===== src/rtl/mult_div_sequencer_pkg.sv =====
// mult_div_sequencer_pkg
//   Shared definitions for the multiply/divide sequencer.
//   Contents: default widths, the most-negative operand constant,
//   the FSM state encoding and the operation select.
package mult_div_sequencer_pkg;

  localparam int DEF_WIDTH = 32;
  localparam int DEF_CNT_W = 6;

  // Most-negative value at the default width; narrower builds take the top slice.
  localparam logic [DEF_WIDTH-1:0] MIN_NEG = {1'b1, {(DEF_WIDTH-1){1'b0}}};

  typedef enum logic [2:0] {
    ST_IDLE  = 3'd0,
    ST_MULT  = 3'd1,
    ST_DIV   = 3'd2,
    ST_FIXUP = 3'd3,
    ST_DONE  = 3'd4
  } mdc_state_e;

  typedef enum logic {
    OP_MUL = 1'b0,
    OP_DIV = 1'b1
  } mdc_op_e;

endpackage


===== src/rtl/mult_div_sequencer_if.sv =====
// mult_div_sequencer_if
//   Pipeline-side bundle for the multiply/divide sequencer.
//   master : execute stage (drives ctrl_mult, ctrl_div, operand_a, operand_b)
//   slave  : sequencer     (drives result, exception, result_rdy, busy)
interface mult_div_sequencer_if
  import mult_div_sequencer_pkg::*;
#(
  parameter int WIDTH = DEF_WIDTH
) ();

  logic             ctrl_mult;
  logic             ctrl_div;
  logic [WIDTH-1:0] operand_a;
  logic [WIDTH-1:0] operand_b;
  logic [WIDTH-1:0] result;
  logic             exception;
  logic             result_rdy;
  logic             busy;

  modport master (
    output ctrl_mult, ctrl_div, operand_a, operand_b,
    input  result, exception, result_rdy, busy
  );

  modport slave (
    input  ctrl_mult, ctrl_div, operand_a, operand_b,
    output result, exception, result_rdy, busy
  );

endinterface


===== src/rtl/mdc_step_counter.sv =====
// mdc_step_counter
//   Iteration counter for the multiply/divide sequencer.
//   Ports: clock, clr_n (async active-low reset), clr (sync clear, wins over en),
//          en (count up by one), tc (high while count == WIDTH-1).
module mdc_step_counter
  import mult_div_sequencer_pkg::*;
#(
  parameter int WIDTH = DEF_WIDTH,
  parameter int CNT_W = DEF_CNT_W
) (
  input  logic clock,
  input  logic clr_n,
  input  logic clr,
  input  logic en,
  output logic tc
);

  localparam logic [CNT_W-1:0] TC_VAL = CNT_W'(WIDTH - 1);

  logic [CNT_W-1:0] count_q, count_d;

  always_comb begin
    count_d = count_q;
    if (clr) begin
      count_d = '0;
    end else if (en) begin
      count_d = count_q + CNT_W'(1);
    end
  end

  always_ff @(posedge clock or negedge clr_n) begin
    if (!clr_n) begin
      count_q <= '0;
    end else begin
      count_q <= count_d;
    end
  end

  assign tc = (count_q == TC_VAL);

endmodule


===== src/rtl/mult_div_sequencer.sv =====
// mult_div_sequencer
//   Multi-cycle signed multiply (radix-2 Booth) / divide (non-restoring)
//   unit, one iteration per clock, WIDTH+2 cycles from start to result_rdy.
//   Ports: clock, clr_n (async active-low reset), bus (slave modport:
//          ctrl_mult/ctrl_div/operand_a/operand_b in;
//          result/exception/result_rdy/busy out).
//   Build option: MDC_EARLY_OUT_EN -- a multiply with a zero operand or a
//   divide by zero leaves the iteration state after its first cycle, giving
//   result_rdy three cycles after the start sample with unchanged values.
//
//   state    | meaning
//   ---------+-----------------------------------------------------
//   ST_IDLE  | waiting for ctrl_mult / ctrl_div; operands latched on start
//   ST_MULT  | Booth iteration, one multiplier bit per clock
//   ST_DIV   | non-restoring iteration, one quotient bit per clock
//   ST_FIXUP | sign fix, overflow / divide-by-zero, register result
//   ST_DONE  | result_rdy strobe, then back to idle
module mult_div_sequencer
  import mult_div_sequencer_pkg::*;
#(
  parameter int WIDTH = DEF_WIDTH,
  parameter int CNT_W = DEF_CNT_W
) (
  input logic                 clock,
  input logic                 clr_n,
  mult_div_sequencer_if.slave bus
);

  localparam int PW = 2 * WIDTH + 1;
  localparam logic [WIDTH-1:0] MIN_NEG_W = MIN_NEG[DEF_WIDTH-1 -: WIDTH];

  mdc_state_e state_q, state_d;
  mdc_op_e    op_q, op_d;

  logic [WIDTH-1:0] mcand_q, mcand_d;
  logic [PW-1:0]    prod_q, prod_d;
  logic [WIDTH-1:0] dvs_q, dvs_d;
  logic [WIDTH-1:0] quo_q, quo_d;
  logic [WIDTH:0]   rem_q, rem_d;
  logic             neg_q, neg_d;
  logic             dz_q, dz_d;
  logic             ovf_q, ovf_d;
  logic             early_q, early_d;
  logic [WIDTH-1:0] result_q, result_d;
  logic             exc_q, exc_d;

  logic start, tc, cnt_clr, cnt_en, busy_o, rdy_o;

  logic [WIDTH-1:0]   a_mag, b_mag, upper;
  logic [WIDTH:0]     booth_sum, rem_sh, rem_nx;
  logic [2*WIDTH-1:0] product;
  logic [WIDTH:0]     prod_top;

  mdc_step_counter #(
    .WIDTH (WIDTH),
    .CNT_W (CNT_W)
  ) u_step_counter (
    .clock (clock),
    .clr_n (clr_n),
    .clr   (cnt_clr),
    .en    (cnt_en),
    .tc    (tc)
  );

  // State register
  always_ff @(posedge clock or negedge clr_n) begin
    if (!clr_n) begin
      state_q <= ST_IDLE;
    end else begin
      state_q <= state_d;
    end
  end

  // Next state
  always_comb begin
    state_d = state_q;
    case (state_q)
      ST_IDLE: begin
        if (bus.ctrl_mult) begin
          state_d = ST_MULT;
        end else if (bus.ctrl_div) begin
          state_d = ST_DIV;
        end
      end
      ST_MULT, ST_DIV: begin
        if (tc || early_q) begin
          state_d = ST_FIXUP;
        end
      end
      ST_FIXUP: state_d = ST_DONE;
      ST_DONE:  state_d = ST_IDLE;
      default:  state_d = ST_IDLE;
    endcase
  end

  // FSM outputs
  always_comb begin
    start   = (state_q == ST_IDLE) && (bus.ctrl_mult || bus.ctrl_div);
    cnt_clr = start;
    cnt_en  = (state_q == ST_MULT) || (state_q == ST_DIV);
    busy_o  = (state_q == ST_MULT) || (state_q == ST_DIV) || (state_q == ST_FIXUP);
    rdy_o   = (state_q == ST_DONE);
  end

  // Datapath next values
  always_comb begin
    op_d     = op_q;
    mcand_d  = mcand_q;
    prod_d   = prod_q;
    dvs_d    = dvs_q;
    quo_d    = quo_q;
    rem_d    = rem_q;
    neg_d    = neg_q;
    dz_d     = dz_q;
    ovf_d    = ovf_q;
    early_d  = early_q;
    result_d = result_q;
    exc_d    = exc_q;

    a_mag = bus.operand_a[WIDTH-1] ? -bus.operand_a : bus.operand_a;
    b_mag = bus.operand_b[WIDTH-1] ? -bus.operand_b : bus.operand_b;

    // Booth add/sub done one bit wider so a most-negative multiplicand
    // cannot wrap before the arithmetic shift.
    upper = prod_q[PW-1:WIDTH+1];
    case (prod_q[1:0])
      2'b01:   booth_sum = {upper[WIDTH-1], upper} + {mcand_q[WIDTH-1], mcand_q};
      2'b10:   booth_sum = {upper[WIDTH-1], upper} - {mcand_q[WIDTH-1], mcand_q};
      default: booth_sum = {upper[WIDTH-1], upper};
    endcase

    // Remainder stays within [-divisor, divisor) after each step, so the
    // WIDTH+1-bit wrap of the shifted value is harmless.
    rem_sh = {rem_q[WIDTH-1:0], quo_q[WIDTH-1]};
    rem_nx = rem_q[WIDTH] ? (rem_sh + {1'b0, dvs_q}) : (rem_sh - {1'b0, dvs_q});

    product  = prod_q[PW-1:1];
    prod_top = product[2*WIDTH-1:WIDTH-1];

    case (state_q)
      ST_IDLE: begin
        if (start) begin
          op_d    = bus.ctrl_mult ? OP_MUL : OP_DIV;
          mcand_d = bus.operand_a;
          prod_d  = {{WIDTH{1'b0}}, bus.operand_b, 1'b0};
          dvs_d   = b_mag;
          quo_d   = a_mag;
          rem_d   = '0;
          neg_d   = bus.operand_a[WIDTH-1] ^ bus.operand_b[WIDTH-1];
          dz_d    = (bus.operand_b == '0);
          ovf_d   = (bus.operand_a == MIN_NEG_W) && (bus.operand_b == '1);
`ifdef MDC_EARLY_OUT_EN
          early_d = bus.ctrl_mult ? ((bus.operand_a == '0) || (bus.operand_b == '0))
                                  : (bus.operand_b == '0);
`else
          early_d = 1'b0;
`endif
        end
      end
      ST_MULT: begin
        prod_d = {booth_sum, prod_q[WIDTH:1]};
      end
      ST_DIV: begin
        rem_d = rem_nx;
        quo_d = {quo_q[WIDTH-2:0], ~rem_nx[WIDTH]};
      end
      ST_FIXUP: begin
        if (op_q == OP_MUL) begin
          if (early_q) begin
            // Product register is only one step in; the answer is known zero.
            result_d = '0;
            exc_d    = 1'b0;
          end else begin
            result_d = product[WIDTH-1:0];
            exc_d    = !((&prod_top) || (~|prod_top));
          end
        end else if (dz_q) begin
          result_d = '0;
          exc_d    = 1'b1;
        end else if (ovf_q) begin
          result_d = MIN_NEG_W;
          exc_d    = 1'b1;
        end else begin
          result_d = neg_q ? -quo_q : quo_q;
          exc_d    = 1'b0;
        end
      end
      default: ;
    endcase
  end

  always_ff @(posedge clock or negedge clr_n) begin
    if (!clr_n) begin
      op_q     <= OP_MUL;
      mcand_q  <= '0;
      prod_q   <= '0;
      dvs_q    <= '0;
      quo_q    <= '0;
      rem_q    <= '0;
      neg_q    <= 1'b0;
      dz_q     <= 1'b0;
      ovf_q    <= 1'b0;
      early_q  <= 1'b0;
      result_q <= '0;
      exc_q    <= 1'b0;
    end else begin
      op_q     <= op_d;
      mcand_q  <= mcand_d;
      prod_q   <= prod_d;
      dvs_q    <= dvs_d;
      quo_q    <= quo_d;
      rem_q    <= rem_d;
      neg_q    <= neg_d;
      dz_q     <= dz_d;
      ovf_q    <= ovf_d;
      early_q  <= early_d;
      result_q <= result_d;
      exc_q    <= exc_d;
    end
  end

  assign bus.result     = result_q;
  assign bus.exception  = exc_q;
  assign bus.result_rdy = rdy_o;
  assign bus.busy       = busy_o;

endmodule


===== src/flat_wrapper.sv =====
// flat-port wrapper written by rule: the top's interface ports become plain ports
module mult_div_sequencer_flat import mult_div_sequencer_pkg::*;
#(
  parameter int WIDTH = DEF_WIDTH,
  parameter int CNT_W = DEF_CNT_W
)
  (clock, clr_n, bus_ctrl_mult, bus_ctrl_div, bus_operand_a, bus_operand_b, bus_result, bus_exception, bus_result_rdy, bus_busy);
  mult_div_sequencer_if #(.WIDTH(WIDTH)) bus_i ();
  input logic clock;
  input logic clr_n;
  input wire logic [$bits(bus_i.ctrl_mult)-1:0] bus_ctrl_mult;
  input wire logic [$bits(bus_i.ctrl_div)-1:0] bus_ctrl_div;
  input wire logic [$bits(bus_i.operand_a)-1:0] bus_operand_a;
  input wire logic [$bits(bus_i.operand_b)-1:0] bus_operand_b;
  output wire logic [$bits(bus_i.result)-1:0] bus_result;
  output wire logic [$bits(bus_i.exception)-1:0] bus_exception;
  output wire logic [$bits(bus_i.result_rdy)-1:0] bus_result_rdy;
  output wire logic [$bits(bus_i.busy)-1:0] bus_busy;
  assign bus_i.ctrl_mult = bus_ctrl_mult;
  assign bus_i.ctrl_div = bus_ctrl_div;
  assign bus_i.operand_a = bus_operand_a;
  assign bus_i.operand_b = bus_operand_b;
  assign bus_result = bus_i.result;
  assign bus_exception = bus_i.exception;
  assign bus_result_rdy = bus_i.result_rdy;
  assign bus_busy = bus_i.busy;
  mult_div_sequencer #(.WIDTH(WIDTH), .CNT_W(CNT_W)) u_core (.clock(clock), .clr_n(clr_n), .bus(bus_i));
endmodule

===== config.mk =====
export PLATFORM = sky130hd
export DESIGN_NAME = mult_div_sequencer_flat
export DESIGN_NICKNAME = d
export VERILOG_FILES = /design/src/rtl/mult_div_sequencer_pkg.sv /design/src/rtl/mult_div_sequencer_if.sv /design/src/rtl/mdc_step_counter.sv /design/src/rtl/mult_div_sequencer.sv /design/src/flat_wrapper.sv
export SDC_FILE = /design/constraint.sdc
export NUM_CORES = 1
export LEC_CHECK = 0
export ABC_AREA = 0
export ABC_CLOCK_PERIOD_IN_PS = 6300
export CAP_MARGIN = 20
export CELL_PAD_IN_SITES_DETAIL_PLACEMENT = 1
export CELL_PAD_IN_SITES_GLOBAL_PLACEMENT = 1
export CORE_MARGIN = 2
export CORE_UTILIZATION = 34
export CTS_BUF_LIST = sky130_fd_sc_hd__clkbuf_2
export CTS_CLUSTER_SIZE = 8
export DETAILED_ROUTE_END_ITERATION = 10
export PLACE_DENSITY_LB_ADDON = 0.1
export SETUP_SLACK_MARGIN = 0.4
export SLEW_MARGIN = 20
export SYNTH_ARGS = -nofsm -noshare
export SYNTH_HDL_FRONTEND = slang
export SYNTH_SLANG_ARGS = --single-unit
export TNS_END_PERCENT = 1

===== constraint.sdc =====
create_clock -name clock -period 6.3 [get_ports clock]
set_clock_uncertainty 0.05 [all_clocks]
set_input_delay 0.63 -clock clock [delete_from_list [all_inputs] [get_ports clock]]
set_output_delay 0.63 -clock clock [all_outputs]
set_load 0.02 [all_outputs]

==> metrics list, run 1 <==
- Setup repair after global routing left no endpoint under its margin.
- CP endpoint: u_core.rem_q[31]$_DFFE_PN0P_
* DRC marker count from the first detailed-route iteration: approximately 860
- Of the post-synthesis cell area, the dominant cell type holds 0.361.
- Tightest Hold Check Type: in -> async
* Total wire length: about 58,000 um
* Tcrit/Tclk final: 0.784
* Crit Path Class: reg -> reg
- Yosys printed 0 warnings.
* Row cnt: 81
* Critical path launch point: u_core.dvs_q[7]$_DFFE_PN0P_
* RePlAce Congestion: between 0.8 and 0.9
* P_int: between 0.006 and 0.007 W
- Ranked by instance count, the synthesized netlist is headed by sky130_fd_sc_hd__nand2_1 (332), sky130_fd_sc_hd__dfrtp_1 (240), sky130_fd_sc_hd__o21ai_0 (201).
- Clock slew at the register clock pins of the worst setup and hold paths: about 110 ps
- Highest fanout seen on the critical path: 6
- At the worst endpoint, the required time is slightly above 7000 ps.
* Critical Path Sink Type: register
- Counting every net in the synthesized netlist gives 2,164.
* Half-perimeter wire length of the detailed placement result: 42,000 um
- Top layer in use: met4
- After global routing the overflow that remains totals 0.
* Most used cell, CP: sky130_fd_sc_hd__a21oi_1
* Primary flip-flop cell chosen by synthesis mapping: sky130_fd_sc_hd__dfrtp_1
- The total area inside the core boundary comes to 0.0485 sq mm.
- The die covers just over 0.05 sq mm.
- The number of antenna violations at the first check in global routing was 1.
* Antenna-violating nets left: 0
* Final core utilization: 0.390
- Fraction of power consumed by the clock network: 0.109
- Effective utilization at floorplan: 0.342
- Biggest area consumer among synthesized cells: sky130_fd_sc_hd__dfrtp_1
- In this run, CTS created clock tree buffers numbering 78.
- Peak supply drop: 0.000265 V
* Buffers from clock root to sink, at most: 3
* Number of clock sinks: 240
* CP Buf/Inv Count: 0
* Arrival time at the worst endpoint: a little under 6000 ps
- Startpoint type of the worst setup path: register
- Number of distinct library cells after synthesis: 78
- Counting flops with a built-in enable in the synthesized netlist gives 0.
* Pwr/cell area: 656 mW/mm^2
- Kind of cell adding the most delay to the critical path: simple AND/OR/NAND/NOR gates
- WL met2: 27,600 um
- Count of endpoints failing hold in the final timing report: 0
- Final Net Count: ~2.2k
- Total via count after detailed routing: about 15k
* Max-cap violation count: 0
- After layout, the minimum clock period comes to a little under 5000 ps.
- Sw Pwr: around 0.0064 W
- The flow ran to the end, and the final reports show no timing, DRC or antenna violations.
* Count of port buffers added during placement: approximately 100
* Filler cells: between 5k and 6k
- Maximum level of the CTS H-tree: 3
- Synthesis-stage register bit count: 240
* Post-Route M1 WL: 26,200 um
- Die boundary height: around 230 um
- Library cell contributing the largest single delay on the critical path: sky130_fd_sc_hd__nor4_1
- Of the total power, registers draw 0.257.
- Largest net degree at the start of global routing: 144
* Vias in the first global route: between 15k and 20k
* Insertion delay of the later-clocked pin in the worst-skew pair: around 1100 ps
- Counting buffers and inverters, the worst setup path is 15 cells deep.
- The die is about 230 um wide.
- In the final layout, the share of cells above drive strength 1 is 0.0806.
- After clock tree synthesis, the setup repair step added 0 buffers.
* Summed instance area of the synthesized netlist: between 0.015 and 0.02 sq mm
- Number of pins exceeding their max-slew limit in the final report: 0
- Switching part of the total power: 0.514
* Endpoint of the worst-slack reg-to-reg timing path: u_core.rem_q[31]$_DFFE_PN0P_
- Synthesized instance count: slightly above 2k
* Clk Tree Root Cell: sky130_fd_sc_hd__clkbuf_2
- Highest cell delay on the worst timing path: a little under 700 ps
- Before antenna repair, the detailed router went through 5 iterations.
- For this run, design rule violations remaining after detail routing come to 0.
- Syn-to-layout area delta: 13.9%
- For the worst flop-to-flop path, the logic depth is 15.
* Relative slew margins: 0.359
- Walking the worst path, the cells encountered are or4_1 -> or3_1 -> nor4_1 -> a21oi_1 -> xor2_1 -> ha_1 -> nand4_1 -> nor3_1 -> a21oi_1 -> nand3_1 -> o31a_1 -> a311o_1 -> a221oi_1 -> nor4b_1 -> nand3b_1.
* Leading post-synthesis cells by cell area: sky130_fd_sc_hd__dfrtp_1 (36%), sky130_fd_sc_hd__nand2_1 (7.5%), sky130_fd_sc_hd__xor2_1 (6.2%)
* Share of async-settable or async-resettable flops after synthesis: 1.00
- During I/O placement, the number of pins put on the boundary was 103.
* Vias per inst: 5.51
- Timing would allow up to 0.203 GHz.
- GR Util All Layers: 0.231
- Number of setup violations in the final report: 0
- At the pin with the least slew margin, the transition time is 952 ps.
* Top-count cell post-synth: sky130_fd_sc_hd__nand2_1
- Setup Total Neg Slack: 0 ps
- Worst reg2reg startpoint: u_core.dvs_q[7]$_DFFE_PN0P_
- Static leakage: 8.27 nW
- The worst register-to-register path has a setup slack of between 1000 and 1500 ps.
* Wire length on met3: 1940 um
* Combinational power share: 0.635
- The first global-routing pass estimated 91,600 um of wire.
* Portion of the post-synthesis area used by sequential elements: 0.361
- Post-Syn Area per Cell: around 8 sq um
- TritonCTS built the clock tree.
- Final routed wire length divided by cell count: between 20 and 25 um
==> cell families (layout without fill, tap and decap cells) <==
group           after synthesis  after routing  synth area share
compound gates              585            585             0.218
xor+xnor                    203            203             0.107
fa+ha+maj                    75             75            0.0574
buf+inv                     159            296            0.0361
flops                       240            240             0.361
mux                          17             17            0.0103
other cells                   0              1                 0
simple gates                742            742             0.210
==> final cells by class <==
cell class | instances | area, sq um | area share
multi-input combinational | 1622 | 10100 | 0.532
sequential | 240 | 6010 | 0.317
timing repair buffer | 120 | 1210 | 0.0637
tap | 622 | 778 | 0.0411
clock buffer | 108 | 541 | 0.0286
clock inverter | 26 | 174 | 0.00919
inverter | 42 | 158 | 0.00833
antenna | 1 | 2.50 | 0.000132
==> placed cells by master (no fill, tap or decap), types with 73 or more instances in the layout <==
| cell type | synthesis | layout |
|---|---|---|
| sky130_fd_sc_hd__nand2_1 | 332 | 332 |
| sky130_fd_sc_hd__dfrtp_1 | 240 | 240 |
| sky130_fd_sc_hd__o21ai_0 | 201 | 201 |
| sky130_fd_sc_hd__nor2_1 | 134 | 133 |
| sky130_fd_sc_hd__xor2_1 | 117 | 117 |
| sky130_fd_sc_hd__a21oi_1 | 116 | 116 |
| sky130_fd_sc_hd__clkbuf_2 | 0 | 108 |
| sky130_fd_sc_hd__clkdlybuf4s50_1 | 0 | 101 |
| sky130_fd_sc_hd__xnor2_1 | 86 | 86 |
| sky130_fd_sc_hd__ha_1 | 73 | 73 |
==> power by group through the flow <==
| stage | sequential (W) | combinational [W] | clock, W |
|---|---|---|---|
| after floorplan | 0.00294 | 0.00578 | 0 |
| after global placement | 0.00319 | 0.00770 | 0 |
| after detailed placement | 0.00322 | 0.00787 | 0 |
| after CTS | 0.00319 | 0.00791 | 0.00143 |
| after global routing | 0.00330 | 0.00886 | 0.00150 |
| final | 0.00319 | 0.00788 | 0.00135 |
==> through the flow <==
step	hold WS, ps	std cells	setup WS [ps]	cell area (sq um)	total power, W
global placement	410	2644	1580	18200	0.0109
CTS	21.3	2779	1390	18900	0.0125
global route	93.0	2781	940	18900	0.0137
finish	97.6	2781	1360	18900	0.0124
floorplan	284	2021	2050	16600	0.00872
detailed placement	419	2644	1430	18200	0.0111
==> routing by layer <==
layer	global-route usage	vias to the layer above
met5	0	-
met4	0.0923	0
met3	0.0386	97
met2	0.386	241
met1	0.297	7568
li1	-	7431
==> worst min-delay path by stage <==
stage	startpoint	end	slack, ps	cells after the start
2_1_floorplan	clr_n	u_core.bus.exception$_DFFE_PN0P_	280	0
3_3_place_gp	u_core.bus.result[19]$_DFFE_PN0P_	u_core.bus.result[19]$_DFFE_PN0P_	410	2
3_5_place_dp	u_core.bus.result[20]$_DFFE_PN0P_	u_core.bus.result[20]$_DFFE_PN0P_	420	2
4_1_cts	bus_operand_a[9]	u_core.mcand_q[9]$_DFFE_PN0P_	20	3
5_1_grt	clr_n	u_core.rem_q[11]$_DFFE_PN0P_	90	2
6_report	clr_n	u_core.rem_q[11]$_DFFE_PN0P_	100	2
==> flip-flops by register name, indices dropped and copies added, names as in the netlist <==
register and cells:
u_core.prod_q 65, u_core.rem_q 33, u_core.bus.result 32, u_core.dvs_q 32, u_core.mcand_q 32, u_core.quo_q 32, u_core.u_step_counter.count_q 6, u_core.state_q 3
u_core.bus.exception 1, u_core.dz_q 1, u_core.neg_q 1, u_core.op_q 1, u_core.ovf_q 1
==> repair_timing <==
action / CTS / global route
hold buffers: 1 / 0
gates resized for setup: 0 / 0
endpoints found under the hold margin: 97 / 0
setup endpoints to repair: 0 / 0
Power figures use the tool's default switching activity.
==> run 2: changes to the inputs <==
Settings changed: ABC_CLOCK_PERIOD_IN_PS 6300 to 5090.
Clock period 6.3 ns to 5.09 ns, I/O delays scaled along.
==> run 2 against run 1 <==
Compared with the run above: critical endpoint unchanged; non-clock buffer count grew 8; first-iteration DRC count down 6.5%; critical path depth unchanged; largest cell class unchanged; core utilization hardly changed; sequential power is 24% higher.
==> metrics list, run 2 (synthesized netlist as in run 1, its figures left out) <==
* RePlAce Congestion: between 0.8 and 0.9
- Worst reg2reg startpoint: u_core.dvs_q[7]$_DFFE_PN0P_
- The first global-routing pass estimated around 90,000 um of wire.
* Slack of the worst reg-to-reg path: around 580 ps
- Launch point of the worst hold path: bus_operand_a[30]
- Worst hold endpoint: u_core.mcand_q[30]$_DFFE_PN0P_
- Antenna-violating nets left: 0
- Worst Reg2Reg Path Length in Cells: 15
- Clk Tree Root Cell: sky130_fd_sc_hd__clkbuf_2
- Largest register by flop count: u_core.prod_q
- GR Util All Layers: 0.230
- Largest net degree at the start of global routing: approximately 200
- Count of port buffers added during placement: between 100 and 150
- Clock tree synthesis found a total of 240 sinks.
- Measured on the finished design, the core utilization comes to 0.390.
* I/O pin total: between 100 and 150
- Max-cap violation count: 0
- The detailed router finished its first iteration with around 800 violations.
* Registers with the most flip-flops: u_core.prod_q (65), u_core.rem_q (33)
* Required time of the critical path: 5900 ps
- In the final layout, the multi-input gates occupy 0.0101 sq mm.
- Total via count after detailed routing: around 15k
- Sequential standard cell area: approximately 0.006 sq mm
- Die area: just over 0.05 sq mm
- Filler cells: 5,824
- The clock passes through at most 3 buffers.
* Syn-to-layout area delta: 13.9%
- Number of setup violations in the final report: 0
- Die boundary height: around 230 um
* Max Freq: 0.222 GHz
* Setup repair after global routing missed its margin: true
- At the pin with the least slew margin, the transition time is 948 ps.
- Fraction of final layout cells with drive strength greater than 1: 0.0816
- Endpoint of the worst-slack reg-to-reg timing path: u_core.rem_q[31]$_DFFE_PN0P_
* Setup Total Neg Slack: 0 ps
- Dividing the final minimum period by the clock period gives 0.886.
- The floorplan has about 80 rows.
* GR Overflow Total: 0
* Number of pins exceeding their max-slew limit in the final report: 0
* Vias in the first global route: 16.0k
- Summed over all layers, the routed wires come to about 58,000 um.
* Pre-Repair DR Iteration Count: 5
- For this design the static power due to leakage is roughly 8.3 nW.
* Tightest Hold Check Type: in -> reg
- For the worst-skew pair, the clock arrives at the later sink with an insertion delay of a little over 1000 ps.
- Peak supply drop: around 0.0005 V
- Clock slew at the register clock pins of the worst setup and hold paths: about 100 ps
* Final Power: between 0.015 and 0.02 W
* Startpoint type of the worst setup path: register
* Relative slew margins: 0.368
* Number of flip-flops in the largest register: 65
- The library cell used most frequently in the layout, excluding fill and tap cells, is sky130_fd_sc_hd__nand2_1.
* Critical Path Sink Type: register
- The run finished with clean final reports.
* DRC viols: 0
* DIE WIDTH: 225 um
- Crit Path Class: reg -> reg
* Final Net Count: 2,251
- In this run the standard cell core region covers 0.0485 sq mm.
- Number of antenna violations at the first check in global routing: 1
- The number of hold violations in the final report is 0.
* Top library cells by usage in the layout, fill and taps aside: sky130_fd_sc_hd__nand2_1 (332), sky130_fd_sc_hd__dfrtp_1 (240), sky130_fd_sc_hd__o21ai_0 (200), sky130_fd_sc_hd__nor2_1 (133), sky130_fd_sc_hd__xor2_1 (117)
- Data arrives at the worst endpoint at between 5000 and 6000 ps.
- Num CTS Buffers: 74
- The initial utilization of the core area, before any placement, comes to 0.342.
- For this design the ratio of total power to cell area is 805 mW/mm^2.
- TritonCTS built the clock tree.
- Dividing the detail-routed via count by the number of cells gives ~5.6.
- Of all nets on the critical path, the largest fanout is 6.
* Cells on Worst Hold Path: 3
* Maximum level of the CTS H-tree: 3
- Half-perimeter wire length of the detailed placement result: ~42,000 um
- Shortest clock period the worst path allows after layout: roughly 4500 ps
* Final routed wire length divided by cell count: 20.7 um
[run 2: cell types whose count changed in the layout (fill, tap and decap cells not counted), sizes merged]
| cell | previous run | this run |
|---|---|---|
| clkinv | 23 | 17 |
| bufinv | 2 | 0 |
| dlygate4sd3 | 1 | 4 |
| inv | 41 | 42 |
| buf | 17 | 22 |
| clkbuf | 109 | 106 |
[run 2: what timing repair did]
| action | CTS | global route |
|---|---|---|
| resized for setup | 1 | 4 |
| setup endpoints to repair | 1 | 14 |
| endpoints found under the hold margin | 104 | 0 |
| buffers inserted | 1 | 0 |
| pin swaps | 1 | 2 |
| hold buffers | 5 | 0 |
[run 2: where the power goes]
group	internal, W	switching (W)	total, W
Combinational	0.00404	0.00572	0.00977
Sequential	0.00279	0.00117	0.00396
Clock	0.000555	0.000958	0.00151
[run 2: worst max-delay path by stage]
stage                           startpoint                           end  slack (ps)  depth (start not counted)
2_1_floorplan  u_core.dvs_q[7]$_DFFE_PN0P_  u_core.rem_q[31]$_DFFE_PN0P_         840                         15
3_3_place_gp   u_core.dvs_q[7]$_DFFE_PN0P_  u_core.rem_q[31]$_DFFE_PN0P_         560                         15
3_5_place_dp   u_core.dvs_q[7]$_DFFE_PN0P_  u_core.rem_q[31]$_DFFE_PN0P_         450                         15
4_1_cts        u_core.dvs_q[7]$_DFFE_PN0P_  u_core.rem_q[31]$_DFFE_PN0P_         460                         15
5_1_grt        u_core.dvs_q[7]$_DFFE_PN0P_  u_core.rem_q[31]$_DFFE_PN0P_         330                         15
6_report       u_core.dvs_q[7]$_DFFE_PN0P_  u_core.rem_q[31]$_DFFE_PN0P_         580                         15
[run 2: per-stage QoR]
step                      worst slack, ps  instances  area, sq um  hold slack [ps]
after floorplan                       844       2021        16600              163
after CTS                             460       2777        18900             10.2
after detailed placement              446       2647        18200              419
after global routing                  326       2779        18900             42.8
final                                 582       2779        18900              122
after global placement                559       2647        18200              410
[run 2: per-layer routing]
layer	global-route usage	share of wire	wire [um]
met2	0.385	0.48	27400
met3	0.0344	0.031	1780
met4	0.0773	0.030	1740
met5	0	0	0
met1	0.302	0.46	26600
[run 2: area by class of cell]
| type | instances | share of cell area |
|---|---|---|
| Timing Repair Buffer | 128 | 0.0683 |
| Clock buffer | 105 | 0.0278 |
| Clock inverter | 19 | 0.00482 |
| Inverter | 42 | 0.00833 |
| Tap cell | 622 | 0.0411 |
| Multi-Input combinational cell | 1622 | 0.532 |
| Antenna cell | 1 | 0.000132 |
| Sequential cell | 240 | 0.317 |
[run 2: worst max-delay path: stages, from the launching register on]
cell	delay, ps
sky130_fd_sc_hd__dfrtp_1	430
sky130_fd_sc_hd__or4_1	580
sky130_fd_sc_hd__or3_4	390
sky130_fd_sc_hd__nor4b_4	340
sky130_fd_sc_hd__a21oi_1	140
sky130_fd_sc_hd__xor2_1	160
sky130_fd_sc_hd__ha_1	360
sky130_fd_sc_hd__a21oi_1	190
sky130_fd_sc_hd__o21ai_1	120
sky130_fd_sc_hd__a21oi_1	130
sky130_fd_sc_hd__nand3_1	120
sky130_fd_sc_hd__o31a_1	330
sky130_fd_sc_hd__a311o_1	450
sky130_fd_sc_hd__a221oi_2	290
sky130_fd_sc_hd__nor4b_1	80
sky130_fd_sc_hd__nand3b_1	190
==> run 3: changes to the inputs <==
==> constraint.sdc (replaced) <==
create_clock -name clock -period 5.09 [get_ports clock]
set_clock_uncertainty 0.05 [all_clocks]
set_input_delay 0.7635 -clock clock [delete_from_list [all_inputs] [get_ports clock]]
set_output_delay 0.7635 -clock clock [all_outputs]
set_load 0.02 [all_outputs]
==> run 3 against run 2 <==
Compared with the run above: setup slack gained 42 ps; sequential cell count did not move; critical path depth is 1 higher; first-iteration DRC count is 11% lower; highest routed layer unchanged.
==> metrics list, run 3 (synthesized netlist as in run 1, its figures left out) <==
- STA puts the critical path data arrival time at roughly 5300 ps.
- Fraction of final layout cells with drive strength greater than 1: 0.0831
* Buffers from clock root to sink, at most: 3
- Across the VDD grid, the largest voltage drop is ~0.00044 V.
* Largest register by flop count: u_core.prod_q
- Clock-pin slew was measured on the worst setup and hold paths at between 100 and 150 ps.
* Clk Tree Root Cell: sky130_fd_sc_hd__clkbuf_2
* Die area: around 0.051 sq mm
- In this run, CTS created clock tree buffers numbering 77.
- Pre-Repair DR Iteration Count: 5
- Dividing the final minimum period by the clock period gives 0.877.
- Insertion delay of the later-clocked pin in the worst-skew pair: 1020 ps
- Crit Path Class: reg -> reg
- Max-cap violation count: 0
* Filler cells: 5,828
- Number of antenna violations at the first check in global routing: 2
- Number of clock sinks: 240
- The smallest clock period supported by the final layout is computed as between 4000 and 5000 ps.
* DRC viols: 0
* Tightest Hold Check Type: in -> async
* Antenna-violating nets left: 0
* Total core area: between 0.04 and 0.05 sq mm
* Number of setup violations in the final report: 0
* Number of pins exceeding their max-slew limit in the final report: 0
* I/O pin total: around 100
* Final Net Count: 2,257
- TritonCTS built the clock tree.
- Row cnt: 81
* Required time of the critical path: 5950 ps
* Worst slew pin tran: around 930 ps
* Half-perimeter wire length of the detailed placement result: about 41,000 um
- Count of endpoints failing hold in the final timing report: 0
* RePlAce Congestion: between 0.8 and 0.9
* Number of flip-flops in the largest register: 65
- Area of all placed cells without fillers: around 0.019 sq mm
- Startpoint type of the worst setup path: register
- Total via count after detailed routing: about 15k
* Die boundary height: between 200 and 250 um
- After detailed routing, the average wire length per cell comes to ~20 um.
- Adding up every negative setup slack in the final design gives 0 ps.
* Largest net degree at the start of global routing: between 150 and 200
- Total wire length: approximately 57,000 um
* Highest fanout seen on the critical path: 5
- Setup repair after global routing missed its margin: true
* Maximum level of the CTS H-tree: 3
- Static leakage: 8.31 nW
* Syn-to-layout area delta: 14.4%
* GR Overflow Total: 0
* Library cell contributing the largest single delay on the critical path: sky130_fd_sc_hd__or4_4
- Vias per inst: 5.52
- Pwr/cell area: approximately 800 mW/mm^2
- Most common cell after layout, fill and taps aside: sky130_fd_sc_hd__nand2_1
* Registers with the most flip-flops: u_core.prod_q (65), u_core.rem_q (33)
- Measured against its own limit, the worst slew margin works out to 0.383.
* DIE WIDTH: roughly 230 um
* Max Freq: ~0.22 GHz
- Most used cell, CP: sky130_fd_sc_hd__a21oi_1
- Traced cell by cell, the critical path runs through or4_4 -> or3_4 -> nor4b_4 -> a21oi_1 -> xor2_1 -> ha_1 -> buf_4 -> nand4_1 -> nor3_1 -> a21oi_1 -> nand3_1 -> o31a_1 -> a311o_1 -> a221oi_2 -> nor4b_1 -> nand3b_1.
* Global-route wire length before repair: 89,800 um
- DRC marker count from the first detailed-route iteration: 711
- Kind of cell adding the most delay to the critical path: simple AND/OR/NAND/NOR gates
* Count of port buffers added during placement: between 100 and 150
- CP Buf/Inv Count: 1
* Critical Path Sink Type: register
- Cell area reported after detailed placement: between 0.015 and 0.02 sq mm
- Result of the run: finished clean
* Top library cells by usage in the layout, fill and taps aside: sky130_fd_sc_hd__nand2_1 (332), sky130_fd_sc_hd__dfrtp_1 (240), sky130_fd_sc_hd__o21ai_0 (200), sky130_fd_sc_hd__nor2_1 (133), sky130_fd_sc_hd__xor2_1 (117)
- Vias in the first global route: 15.8k
* Effective utilization at floorplan: 0.342
* GR Util All Layers: 0.227
- On the worst path, the slowest cell contributes a delay of 540 ps.
## run 3: final timing paths
path	from	endpoint	slack, ps	cells past startpoint
worst max-delay path	u_core.dvs_q[7]$_DFFE_PN0P_	u_core.rem_q[31]$_DFFE_PN0P_	620	16
worst min-delay path	clr_n	u_core.rem_q[5]$_DFFE_PN0P_	320	2
worst max register to register	u_core.dvs_q[7]$_DFFE_PN0P_	u_core.rem_q[31]$_DFFE_PN0P_	620	16
worst min register to register	u_core.bus.result[20]$_DFFE_PN0P_	u_core.bus.result[20]$_DFFE_PN0P_	430	2
max in group asynchronous	clr_n	u_core.mcand_q[19]$_DFFE_PN0P_	3400	3
min in group clock	bus_operand_a[9]	u_core.mcand_q[9]$_DFFE_PN0P_	380	3
## run 3: what timing repair did
action / in CTS / in global routing
buffers inserted: 2 / 5
gates resized for setup: 0 / 10
hold buffers: 1 / 0
pin swaps: 1 / 5
setup endpoints to repair: 1 / 10
gates cloned: 0 / 0
endpoints found under the hold margin: 91 / 0
## run 3: final cells by class
cell class,instances,area (sq um),share of cell area
Antenna cell,4,10.0,0.000527
Clock buffer,100,500,0.0263
Clock inverter,30,168,0.00882
Inverter,42,158,0.00829
Multi-Input combinational cell,1622,10100,0.531
Sequential cell,240,6010,0.316
Tap cell,622,778,0.0409
Timing Repair Buffer,131,1290,0.0679
## run 3: where the power goes
| group | switching, W | internal (W) |
|---|---|---|
| Sequential | 0.00115 | 0.00279 |
| Combinational | 0.00572 | 0.00410 |
| Clock | 0.000963 | 0.000635 |
## run 3: per-stage QoR
| stage | power, W | util | instances | hold slack, ps | setup WS [ps] |
|---|---|---|---|---|---|
| 6_report | 0.0154 | 0.392 | 2791 | 323 | 624 |
| 5_1_grt | 0.0169 | 0.392 | 2791 | 238 | 351 |
| 4_1_cts | 0.0154 | 0.389 | 2781 | 240 | 458 |
| 3_5_place_dp | 0.0137 | 0.375 | 2648 | 419 | 374 |
| 3_3_place_gp | 0.0135 | 0.375 | 2648 | 410 | 532 |
| 2_1_floorplan | 0.0108 | - | 2021 | 400 | 844 |
## run 3: per-layer routing
| layer | up-vias | global-route usage | share of wire | wire length, um |
|---|---|---|---|---|
| met5 | - | 0 | 0 | 0 |
| met4 | 0 | 0.0716 | 0.028 | 1570 |
| met3 | 102 | 0.0377 | 0.034 | 1920 |
| met2 | 255 | 0.377 | 0.48 | 27100 |
| met1 | 7601 | 0.301 | 0.46 | 26300 |
| li1 | 7437 | - | - | - |
